===== src/rtl/intr_stack_if.sv =====
// ============================================================================
//  Module      : intr_stack_if
//  Description : CPU <-> interrupt/return-stack controller signal bundle.
//  Revision    : 1.0  initial release
// ============================================================================
`default_nettype none

interface intr_stack_if #(
    parameter int N_IRQ = 4,
    parameter int AW    = 10
);
    // Requests toward the controller
    logic [N_IRQ-1:0] irq;
    logic [N_IRQ-1:0] irq_mask;
    logic             ei;
    logic             di;
    logic             instr_end;
    logic [AW-1:0]    next_pc;
    logic             cpu_push;
    logic [AW-1:0]    cpu_din;
    logic             cpu_pop;
    logic             reti;

    // Responses from the controller
    logic             stk_push;
    logic             stk_pop;
    logic             stk_intr;
    logic [AW-1:0]    stk_din;
    logic             pc_load;
    logic [AW-1:0]    vector;
    logic             cpu_stall;
    logic [N_IRQ-1:0] irq_ack;
    logic             gie;
    logic [4:0]       depth;
    logic             stk_err;

    modport master (
        output irq, irq_mask, ei, di, instr_end, next_pc,
               cpu_push, cpu_din, cpu_pop, reti,
        input  stk_push, stk_pop, stk_intr, stk_din, pc_load, vector,
               cpu_stall, irq_ack, gie, depth, stk_err
    );

    modport slave (
        input  irq, irq_mask, ei, di, instr_end, next_pc,
               cpu_push, cpu_din, cpu_pop, reti,
        output stk_push, stk_pop, stk_intr, stk_din, pc_load, vector,
               cpu_stall, irq_ack, gie, depth, stk_err
    );
endinterface

`default_nettype wire


===== src/rtl/intr_stack_ctrl.sv =====
// ============================================================================
//  Module      : intr_stack_ctrl
//  Description : Edge-triggered priority interrupt controller sharing the
//                CPU return stack, with per-level call/interrupt frame tags.
//  Revision    : 1.0  initial release
// ============================================================================
`default_nettype none

module intr_stack_ctrl #(
    parameter int N_IRQ      = 4,
    parameter int AW         = 10,
    parameter int DEPTH      = 16,
    parameter int VEC_BASE   = 'h3E0,
    parameter int VEC_STRIDE = 4
) (
    input  wire logic     clk,
    input  wire logic     reset,
    intr_stack_if.slave   bus
);

    localparam int IW = (N_IRQ > 1) ? $clog2(N_IRQ) : 1;
    localparam int DW = (DEPTH > 1) ? $clog2(DEPTH) : 1;

    localparam logic [4:0]    c_depth_max  = 5'(DEPTH);
    localparam logic [AW-1:0] c_vec_base   = AW'(VEC_BASE);
    localparam logic [AW-1:0] c_vec_stride = AW'(VEC_STRIDE);

    typedef enum logic [1:0] {
        ST_IDLE   = 2'd0,
        ST_PUSH   = 2'd1,
        ST_VECTOR = 2'd2
    } state_t;

    state_t           r_state;
    logic [N_IRQ-1:0] r_irq_q;
    logic [N_IRQ-1:0] r_pending;
    logic [DEPTH-1:0] r_frame;
    logic [4:0]       r_depth;
    logic             r_gie;
    logic             r_err;
    logic [AW-1:0]    r_ret_pc;
    logic [IW-1:0]    r_idx;
    logic             r_int_push;
    logic             r_pc_load;
    logic             r_stall;
    logic [AW-1:0]    r_vector;
    logic [N_IRQ-1:0] r_ack;

    logic [N_IRQ-1:0] w_edge;
    logic [N_IRQ-1:0] w_req;
    logic [N_IRQ-1:0] w_clr;
    logic [IW-1:0]    w_idx;
    logic [DW-1:0]    w_top_idx;
    logic             w_idle;
    logic             w_full;
    logic             w_empty;
    logic             w_cpu_push_ok;
    logic             w_cpu_pop_ok;
    logic             w_push_err;
    logic             w_pop_err;
    logic             w_take;
    logic             w_stk_intr;
    logic             w_reti_ok;

    assign w_edge    = bus.irq & ~r_irq_q;
    assign w_req     = r_pending & bus.irq_mask;
    assign w_idle    = (r_state == ST_IDLE);
    assign w_full    = (r_depth == c_depth_max);
    assign w_empty   = (r_depth == 5'd0);
    assign w_top_idx = DW'(r_depth - 5'd1);
    assign w_clr     = (r_state == ST_VECTOR) ? r_ack : '0;

    // A simultaneous CPU push and pop is resolved in favour of the push.
    assign w_cpu_push_ok = w_idle & bus.cpu_push & ~w_full;
    assign w_cpu_pop_ok  = w_idle & bus.cpu_pop & ~bus.cpu_push & ~w_empty;
    assign w_push_err    = w_idle & bus.cpu_push & w_full;
    assign w_pop_err     = w_idle & bus.cpu_pop & ~bus.cpu_push & w_empty;

    assign w_stk_intr = ~w_empty & r_frame[w_top_idx];
    assign w_reti_ok  = w_cpu_pop_ok & bus.reti & w_stk_intr;

    assign w_take = w_idle & bus.instr_end & r_gie & (|w_req)
                  & ~bus.cpu_push & ~bus.cpu_pop & ~w_full;

    // Lowest-numbered requesting source wins.
    always_comb begin
        w_idx = '0;
        for (int i = N_IRQ - 1; i >= 0; i--) begin
            if (w_req[i]) begin
                w_idx = IW'(i);
            end
        end
    end

    always_ff @(posedge clk) begin
        if (reset) begin
            r_state    <= ST_IDLE;
            r_irq_q    <= '0;
            r_pending  <= '0;
            r_frame    <= '0;
            r_depth    <= '0;
            r_gie      <= 1'b0;
            r_err      <= 1'b0;
            r_ret_pc   <= '0;
            r_idx      <= '0;
            r_int_push <= 1'b0;
            r_pc_load  <= 1'b0;
            r_stall    <= 1'b0;
            r_vector   <= '0;
            r_ack      <= '0;
        end else begin
            r_irq_q   <= bus.irq;
            r_pending <= (r_pending & ~w_clr) | w_edge;

            // Taking an interrupt disables nesting from the very next cycle.
            if ((r_state == ST_VECTOR) || w_take || bus.di) begin
                r_gie <= 1'b0;
            end else if (bus.ei || w_reti_ok) begin
                r_gie <= 1'b1;
            end

            if (w_push_err || w_pop_err) begin
                r_err <= 1'b1;
            end

            if (w_cpu_push_ok) begin
                r_frame[r_depth[DW-1:0]] <= 1'b0;
                r_depth                  <= r_depth + 5'd1;
            end else if (w_cpu_pop_ok) begin
                r_depth <= r_depth - 5'd1;
            end else if (r_state == ST_PUSH) begin
                r_frame[r_depth[DW-1:0]] <= 1'b1;
                r_depth                  <= r_depth + 5'd1;
            end

            case (r_state)
                ST_IDLE: begin
                    r_pc_load <= 1'b0;
                    r_ack     <= '0;
                    r_vector  <= '0;
                    if (w_take) begin
                        r_ret_pc   <= bus.next_pc;
                        r_idx      <= w_idx;
                        r_int_push <= 1'b1;
                        r_stall    <= 1'b1;
                        r_state    <= ST_PUSH;
                    end
                end
                ST_PUSH: begin
                    r_int_push <= 1'b0;
                    r_pc_load  <= 1'b1;
                    r_ack      <= N_IRQ'(1) << r_idx;
                    r_vector   <= c_vec_base + AW'(r_idx) * c_vec_stride;
                    r_state    <= ST_VECTOR;
                end
                ST_VECTOR: begin
                    r_pc_load <= 1'b0;
                    r_ack     <= '0;
                    r_vector  <= '0;
                    r_stall   <= 1'b0;
                    r_state   <= ST_IDLE;
                end
                default: begin
                    r_int_push <= 1'b0;
                    r_pc_load  <= 1'b0;
                    r_ack      <= '0;
                    r_vector   <= '0;
                    r_stall    <= 1'b0;
                    r_state    <= ST_IDLE;
                end
            endcase
        end
    end

    // Strobes are masked during reset so an aborted entry emits nothing.
    assign bus.stk_push  = ~reset & (w_cpu_push_ok | r_int_push);
    assign bus.stk_pop   = ~reset & w_cpu_pop_ok;
    assign bus.stk_din   = (r_state == ST_PUSH) ? r_ret_pc : bus.cpu_din;
    assign bus.stk_intr  = w_stk_intr;
    assign bus.pc_load   = ~reset & r_pc_load;
    assign bus.vector    = reset ? '0 : r_vector;
    assign bus.irq_ack   = reset ? '0 : r_ack;
    assign bus.cpu_stall = ~reset & r_stall;
    assign bus.gie       = r_gie;
    assign bus.depth     = r_depth;
    assign bus.stk_err   = r_err;

endmodule

`default_nettype wire


===== src/flat_wrapper.sv =====
// flat-port wrapper written by rule: the top's interface ports become plain ports
module intr_stack_ctrl_flat 
#(
    parameter int N_IRQ      = 4,
    parameter int AW         = 10,
    parameter int DEPTH      = 16,
    parameter int VEC_BASE   = 'h3E0,
    parameter int VEC_STRIDE = 4
)
  (clk, reset, bus_irq, bus_irq_mask, bus_ei, bus_di, bus_instr_end, bus_next_pc, bus_cpu_push, bus_cpu_din, bus_cpu_pop, bus_reti, bus_stk_push, bus_stk_pop, bus_stk_intr, bus_stk_din, bus_pc_load, bus_vector, bus_cpu_stall, bus_irq_ack, bus_gie, bus_depth, bus_stk_err);
  intr_stack_if #(.N_IRQ(N_IRQ), .AW(AW)) bus_i ();
  input  wire logic clk;
  input  wire logic reset;
  input wire logic [$bits(bus_i.irq)-1:0] bus_irq;
  input wire logic [$bits(bus_i.irq_mask)-1:0] bus_irq_mask;
  input wire logic [$bits(bus_i.ei)-1:0] bus_ei;
  input wire logic [$bits(bus_i.di)-1:0] bus_di;
  input wire logic [$bits(bus_i.instr_end)-1:0] bus_instr_end;
  input wire logic [$bits(bus_i.next_pc)-1:0] bus_next_pc;
  input wire logic [$bits(bus_i.cpu_push)-1:0] bus_cpu_push;
  input wire logic [$bits(bus_i.cpu_din)-1:0] bus_cpu_din;
  input wire logic [$bits(bus_i.cpu_pop)-1:0] bus_cpu_pop;
  input wire logic [$bits(bus_i.reti)-1:0] bus_reti;
  output wire logic [$bits(bus_i.stk_push)-1:0] bus_stk_push;
  output wire logic [$bits(bus_i.stk_pop)-1:0] bus_stk_pop;
  output wire logic [$bits(bus_i.stk_intr)-1:0] bus_stk_intr;
  output wire logic [$bits(bus_i.stk_din)-1:0] bus_stk_din;
  output wire logic [$bits(bus_i.pc_load)-1:0] bus_pc_load;
  output wire logic [$bits(bus_i.vector)-1:0] bus_vector;
  output wire logic [$bits(bus_i.cpu_stall)-1:0] bus_cpu_stall;
  output wire logic [$bits(bus_i.irq_ack)-1:0] bus_irq_ack;
  output wire logic [$bits(bus_i.gie)-1:0] bus_gie;
  output wire logic [$bits(bus_i.depth)-1:0] bus_depth;
  output wire logic [$bits(bus_i.stk_err)-1:0] bus_stk_err;
  assign bus_i.irq = bus_irq;
  assign bus_i.irq_mask = bus_irq_mask;
  assign bus_i.ei = bus_ei;
  assign bus_i.di = bus_di;
  assign bus_i.instr_end = bus_instr_end;
  assign bus_i.next_pc = bus_next_pc;
  assign bus_i.cpu_push = bus_cpu_push;
  assign bus_i.cpu_din = bus_cpu_din;
  assign bus_i.cpu_pop = bus_cpu_pop;
  assign bus_i.reti = bus_reti;
  assign bus_stk_push = bus_i.stk_push;
  assign bus_stk_pop = bus_i.stk_pop;
  assign bus_stk_intr = bus_i.stk_intr;
  assign bus_stk_din = bus_i.stk_din;
  assign bus_pc_load = bus_i.pc_load;
  assign bus_vector = bus_i.vector;
  assign bus_cpu_stall = bus_i.cpu_stall;
  assign bus_irq_ack = bus_i.irq_ack;
  assign bus_gie = bus_i.gie;
  assign bus_depth = bus_i.depth;
  assign bus_stk_err = bus_i.stk_err;
  intr_stack_ctrl #(.N_IRQ(N_IRQ), .AW(AW), .DEPTH(DEPTH), .VEC_BASE(VEC_BASE), .VEC_STRIDE(VEC_STRIDE)) u_core (.clk(clk), .reset(reset), .bus(bus_i));
endmodule

===== config.mk =====
export PLATFORM = sky130hd
export DESIGN_NAME = intr_stack_ctrl_flat
export DESIGN_NICKNAME = d
export VERILOG_FILES = /design/src/rtl/intr_stack_if.sv /design/src/rtl/intr_stack_ctrl.sv /design/src/flat_wrapper.sv
export SDC_FILE = /design/constraint.sdc
export NUM_CORES = 1
export LEC_CHECK = 0
export CELL_PAD_IN_SITES_DETAIL_PLACEMENT = 1
export CELL_PAD_IN_SITES_GLOBAL_PLACEMENT = 2
export CORE_MARGIN = 1.5
export CORE_UTILIZATION = 26
export DETAILED_ROUTE_END_ITERATION = 16
export PLACE_DENSITY_LB_ADDON = 0.1
export SYNTH_ARGS = -nofsm -noshare
export SYNTH_HDL_FRONTEND = slang
export SYNTH_SLANG_ARGS = --single-unit

===== constraint.sdc =====
create_clock -name clk -period 2.93 [get_ports clk]
set_input_delay 0.586 -clock clk [delete_from_list [all_inputs] [get_ports clk]]
set_output_delay 0.586 -clock clk [all_outputs]
set_load 0.02 [all_outputs]

Yosys cells after proc, flatten, opt, wreduce, memory -nomap -nowiden --
Cells that the tools add are included. Widths: inputs -> output; s select.
Operators by class: equality and inequality tests 5, reduce and logical (&&, ||, !) cells 16, add/sub/neg operators 3, multiplexer cells 24, shift operators 1, $lt $le $gt $ge 3, bitwise logic cells 37
Operators by type and width (number):
- $mux 16 | 3
- $and 1x1->1 | 20
- $mux 10 | 2
- $and 16x16->16 | 1
- $not 16->16 | 1
- $or 16x16->16 | 1
- $mux 5 | 3
- $and 4x4->4 | 3
- $lt 4x5->1 const B | 2
- $mux 2 | 5
- $mux 4 | 2
- $not 4->4 | 2
- $reduce_and 2->1 | 4
- $add 6x5->7 const A | 1
- $not 1->1 | 7
- $add 5x1->5 const B | 1
- $eq 5x5->1 const B | 1
- $logic_not 5->1 | 1
- $sub 5x1->5 const B | 1
- $bmux 1 s4 | 1
- $demux 1 s4 | 1
- $ge 4x1->1 const B | 1
- $logic_or 1x1->1 | 4
- $mux 1 | 4
- other kinds (15) | 17
Storage, ports and cells: logic and storage cells 103, bits in registers 62

Depth between registers and ports, before layout --
Gate-level depths: netlist (run 1).
depth after elaboration 10, depth in mapped cells 10

Worst setup path before layout (run 1) --
Ideal clock, no wire load.
path type register -> output, start register u_core.r_depth[0] (netlist: u_core.bus.depth[0]), end output port bus_stk_intr, setup slack -0.173 ns, arrival time 2.517 ns, stages on the path, launching flop included 8, cells stage by stage dfxtp_1 -> clkbuf_1 -> inv_1 -> ha_1 -> xor2_1 -> mux4_2 -> mux2_2 -> a22o_1
Between the ends: word-level cells in the longest chain between the ends 4, elaborated cells between the ends (all ways) 6, those cells by class 1 x add/sub; 2 x mux; 2 x bitwise; 1 x reduce/logical
RTL lines:
- from (decl) | RTL line intr_stack_ctrl.sv:38 | logic [4:0] r_depth;
- from (signal assigned) | RTL line intr_stack_ctrl.sv:128 | r_depth <= r_depth + 5'd1;
- from (signal assigned) | RTL line intr_stack_ctrl.sv:130 | r_depth <= r_depth - 5'd1;
- from (signal assigned) | RTL line intr_stack_ctrl.sv:133 | r_depth <= r_depth + 5'd1;
- $sub 5x1->5 | RTL line intr_stack_ctrl.sv:70 | assign w_top_idx = DW'(r_depth - 5'd1);
- via u_core.w_top_idx[0] | RTL line intr_stack_ctrl.sv:53 | logic [DW-1:0] w_top_idx;
- $bmux 1 s4 | RTL line intr_stack_ctrl.sv:79 | assign w_stk_intr = ~w_empty & r_frame[w_top_idx];
- $mux 1 (implied by the code) | RTL line intr_stack_ctrl.sv:79
- $and 1x1->1 | RTL line intr_stack_ctrl.sv:79
- to (decl) | RTL line flat_wrapper.sv:26 | output wire logic [$bits(bus_i.stk_intr)-1:0] bus_stk_intr;
The timed path passes the listed nets, and every way through them passes these cells. The select of a mux whose other input is x is not followed.

Worst setup path in the final report (run 1) --
start register u_core.r_depth[1] (netlist: u_core.bus.depth[1]), end output port bus_stk_intr
Between the ends: word-level cells in the longest chain between the ends 4, elaborated cells between the ends (all ways) 6, those cells by class 1 x add/sub; 2 x mux; 2 x bitwise; 1 x reduce/logical
RTL lines (RTL line):
- $sub 5x1->5 | intr_stack_ctrl.sv:70
- $bmux 1 s4 | intr_stack_ctrl.sv:79
- $mux 1 (implied by the code) | intr_stack_ctrl.sv:79
- $and 1x1->1 (*) | intr_stack_ctrl.sv:79
Mark *: on every way between the ends. The rest lies on a longest branch, timed or not. The select of a mux whose other input is x is not followed.

==> summary.md, run 1 <==
| Metric | Value |
|---|---|
| Outcome | `finished clean` |
| Sequential share of the synthesized area | `42.3%` |
| CTS max path bufs | `2` |
| Initial antenna violation count | `0` |
| Syn Inst Count | `281` |
| Top cells by area, synth | `dfxtp_1 42%, nor2b_1 6.5%, mux2i_1 6.1%` |
| Detailed Routing Iterations Pass 1 | `4` |
| Maxcap violations | `0` |
| Worst-path fanout max | `3` |
| Worst-path cell chain | `inv_2, ha_4, xor2_4, mux4_2, mux2_2, a22o_1, buf_2` |
| Worst hold-check path type | `register to register` |
| Crit start category | `register` |
| Critical Path End Type | `output port` |
| Placed inst area | `3470 um^2` |
| Worst-margin pin slew | `0.505 ns` |
| Slowest Stage Delay on Critical Path | `0.52 ns` |
| Worst setup path class | `register to output port` |
| Clk sinks | `55` |
| CTS Hold Buffers Added | `0` |
| Crit. path cell count | `7` |
| Chip width | `103 um` |
| Grt ovf | `0` |
| Die ar. | `10600 um^2` |
| Period utilization | `96.5%` |
| Worst R2R Path Depth | `8` |
| Min Clock Period, post-route | `2.83 ns` |
| Warnings, synthesis | `0` |
| Register bit total from synthesis | `55` |
| FILL cells | `1151` |
| Clk_skew | `0.0110 ns` |
| Routed len/inst | `15.1 um` |
| Placer Congestion | `0.751` |
| Maximum clock frequency | `354 MHz` |
| Arrival time at the worst endpoint | `2.24 ns` |
| Die H | `103 um` |
| FP Rows | `36` |
| PortBufs | `68` |
| FF-to-FF End | `u_core.bus.gie$_SDFFE_PP0P_` |
| CP bufs+invs | `2` |
| Worst setup endpoint | `bus_stk_intr` |
| Area fraction of the dominant cell type after synthesis | `42.3%` |
| N_diodes | `0` |
| RSZ-0062 raised after global routing | `no` |
| Vias in the first global route | `2316` |
| Post-synth top flop | `dfxtp_1` |
| Mean Syn Cell Area | `9.27 um^2` |
| FF-to-FF Start | `u_core.bus.depth[1]$_SDFFE_PP0P_` |
| Critical path launch point | `u_core.bus.depth[1]$_SDFFE_PP0P_` |
| Pre-CTS setup slack | `-0.107 ns` |
| DP HPWL | `5470 um` |
| Nets | `389` |
| Number of synthesized flops with an enable pin | `0` |
| CTS tree | `yes` |
| Final setup fails | `0` |
| Register area | `1100 um^2` |
| Clk root buf | `clkbuf_8` |
| Synthesis-to-finish area growth | `38.5%` |
| # H-tree levels | `2` |
| Detail Route Antenna Nets | `0` |
| Max IR drop VDD | `0.174 mV` |
| Initial Util | `26.8%` |
| Syn Std Cell Area | `2600 um^2` |
| Top delay family on crit path | `multiplexers` |
| Finished Cell Area | `3610 um^2` |
| Slew HR | `66.2%` |
| Drt first-iter violations | `26` |
| DR vias/cell | `4.67` |
| Share of cells above drive strength 1 | `14.1%` |
| Area occupied by multi-input gates | `1390 um^2` |
| Core area | `9730 um^2` |
| Post-synth ARST share | `0%` |
| All-Layer GR Usage | `14.7%` |
| Total I/O pin count | `72` |
| Slowest-stage cell, CP | `mux4_2` |
| Cell accounting for the most synthesized area | `dfxtp_1` |
| Yosys cell types | `41` |
| Final worst slack | `0.104 ns` |
| Leak Pwr | `1.32 nW` |
| Final Hold Viols | `0` |
| WP data required | `2.34 ns` |
| Slew Viols, Final | `0` |
| First-pass GRT wire length | `11900 um` |
| Flop2flop setup slack | `0.70 ns` |
| Drt drc | `0` |
| CTS buffer count | `5` |
| Clk slew on worst S/H paths | `0.10 ns` |
| Via Count | `2247` |
| Pin count of the biggest net entering global routing | `24` |
| Pwr/cell area | `546 nW/um^2` |
| Final WL | `7280 um` |
| Worst-Skew Late Latency | `0.31 ns` |
==> cells in the mapped netlist, types with 2 or more instances <==
cell,instances
a22oi_1,2
buf_1,4
buf_4,8
nand3_1,3
and2_1,3
xnor2_1,4
and3_1,3
o21ai_1,2
dfxtp_1,55
a31oi_1,19
a311oi_1,16
buf_2,2
nor2b_1,27
inv_2,2
inv_1,6
nor3b_1,2
nand2_1,6
ha_1,5
mux2_2,6
nor2_1,33
xor2_1,2
mux2_1,6
clkbuf_1,17
mux2i_1,16
mux4_2,2
a21oi_1,10
nor3_1,6
==> how the worst min path moves through the flow <==
stage	from	end	slack [ns]	cells past startpoint
3_5_place_dp	u_core.r_int_push$_SDFFE_PP0P_	u_core.r_int_push$_SDFFE_PP0P_	0.48	2
5_1_grt	u_core.r_idx[1]$_SDFFE_PP0P_	u_core.r_ack[1]$_SDFF_PP0_	0.52	1
4_1_cts	u_core.r_idx[1]$_SDFFE_PP0P_	u_core.r_ack[1]$_SDFF_PP0_	0.50	1
2_1_floorplan	u_core.r_idx[1]$_SDFFE_PP0P_	u_core.r_ack[1]$_SDFF_PP0_	0.44	1
6_report	u_core.r_int_push$_SDFFE_PP0P_	u_core.r_int_push$_SDFFE_PP0P_	0.50	2
3_3_place_gp	u_core.r_stall$_SDFFE_PP0P_	u_core.r_stall$_SDFFE_PP0P_	0.47	2
==> per-layer routing <==
metal | up-vias | track usage (%) | part of all wire (%)
li1 | 1121 | - | -
met1 | 1081 | 17.6 | 46
met2 | 40 | 25.9 | 49
met3 | 5 | 4.07 | 4.4
met4 | 0 | 3.43 | 0.73
met5 | - | 0 | 0
==> worst reg2reg max path, stage by stage (launching register included) <==
cell and delay [ns]:
dfxtp_1 0.35, inv_2 0.06, ha_4 0.17, xor2_4 0.19
mux4_2 0.52, mux2_2 0.27, a22o_1 0.21, buf_4 0.15
a41o_1 0.21
==> report_power, final <==
part / switching [W] / internal, W
Sequential: 0.0000355 / 0.000779
Combinational: 0.000373 / 0.000365
Clock: 0.000251 / 0.000164
Total: 0.000660 / 0.00131
==> through the flow <==
stage / setup TNS (ns) / util (%) / hold WS, ns / cells / total power (W)
after global placement: -0.0502 / 35.6 / 0.468 / 473 / 0.00151
after CTS: 0 / 36.8 / 0.504 / 481 / 0.00198
after floorplan: 0 / - / 0.436 / 283 / 0.00121
final: 0 / 37.1 / 0.495 / 481 / 0.00197
after global routing: 0 / 37.1 / 0.516 / 481 / 0.00210
after detailed placement: -0.107 / 35.6 / 0.479 / 473 / 0.00152
==> cell families (layout without fill, tap and decap cells) <==
group | count (synthesis) | in the layout | synth area share, %
AND/OR/NAND/NOR | 88 | 88 | 17.8
AO/OA/AOI/OAI | 57 | 57 | 15.5
flip-flops | 55 | 55 | 42.3
buffers and inverters | 39 | 104 | 6.87
multiplexers | 30 | 30 | 13.1
XOR/XNOR | 6 | 6 | 2.02
adder cells (fa/ha/maj) | 5 | 5 | 2.40
other | 1 | 3 | 0.144
==> cells in the final DEF, fill, tap and decap left out, types with 5 or more instances in the layout <==
master,instances
mux2i_1,16
nor2_1,32
clkdlybuf4s50_1,64
a21oi_1,10
clkbuf_8,5
buf_4,21
dfxtp_1,54
mux2_2,6
a31oi_1,19
nor2b_1,27
mux2_1,6
a311oi_1,16
nand2_1,6
nor3_1,6
==> final cells by class <==
class	instances	area share [%]
Inverter	8	0.832
Timing Repair Buffer	89	23.1
Clock buffer	5	1.91
Clock inverter	2	0.382
Tap cell	133	4.61
Sequential cell	55	30.6
Multi-Input combinational cell	189	38.6
==> repair_timing <==
| item | CTS | global route |
|---|---|---|
| buffers inserted | 1 | 0 |
| setup endpoints to repair | 1 | 5 |
| pin swaps | 0 | 1 |
| gates resized for setup | 8 | 7 |
Note: power is estimated with default switching activity, not from simulation.
==> run 2: changes to the inputs <==
--- a/config.mk
+++ b/config.mk
@@ -5,6 +5,7 @@
 export SDC_FILE = /design/constraint.sdc
 export NUM_CORES = 1
 export LEC_CHECK = 0
+export CAP_MARGIN = 20
 export CELL_PAD_IN_SITES_DETAIL_PLACEMENT = 1
 export CELL_PAD_IN_SITES_GLOBAL_PLACEMENT = 2
 export CORE_MARGIN = 1.5
==> results of run 2 <==
The final DEF is identical to that of run 1; final timing and power are the same.
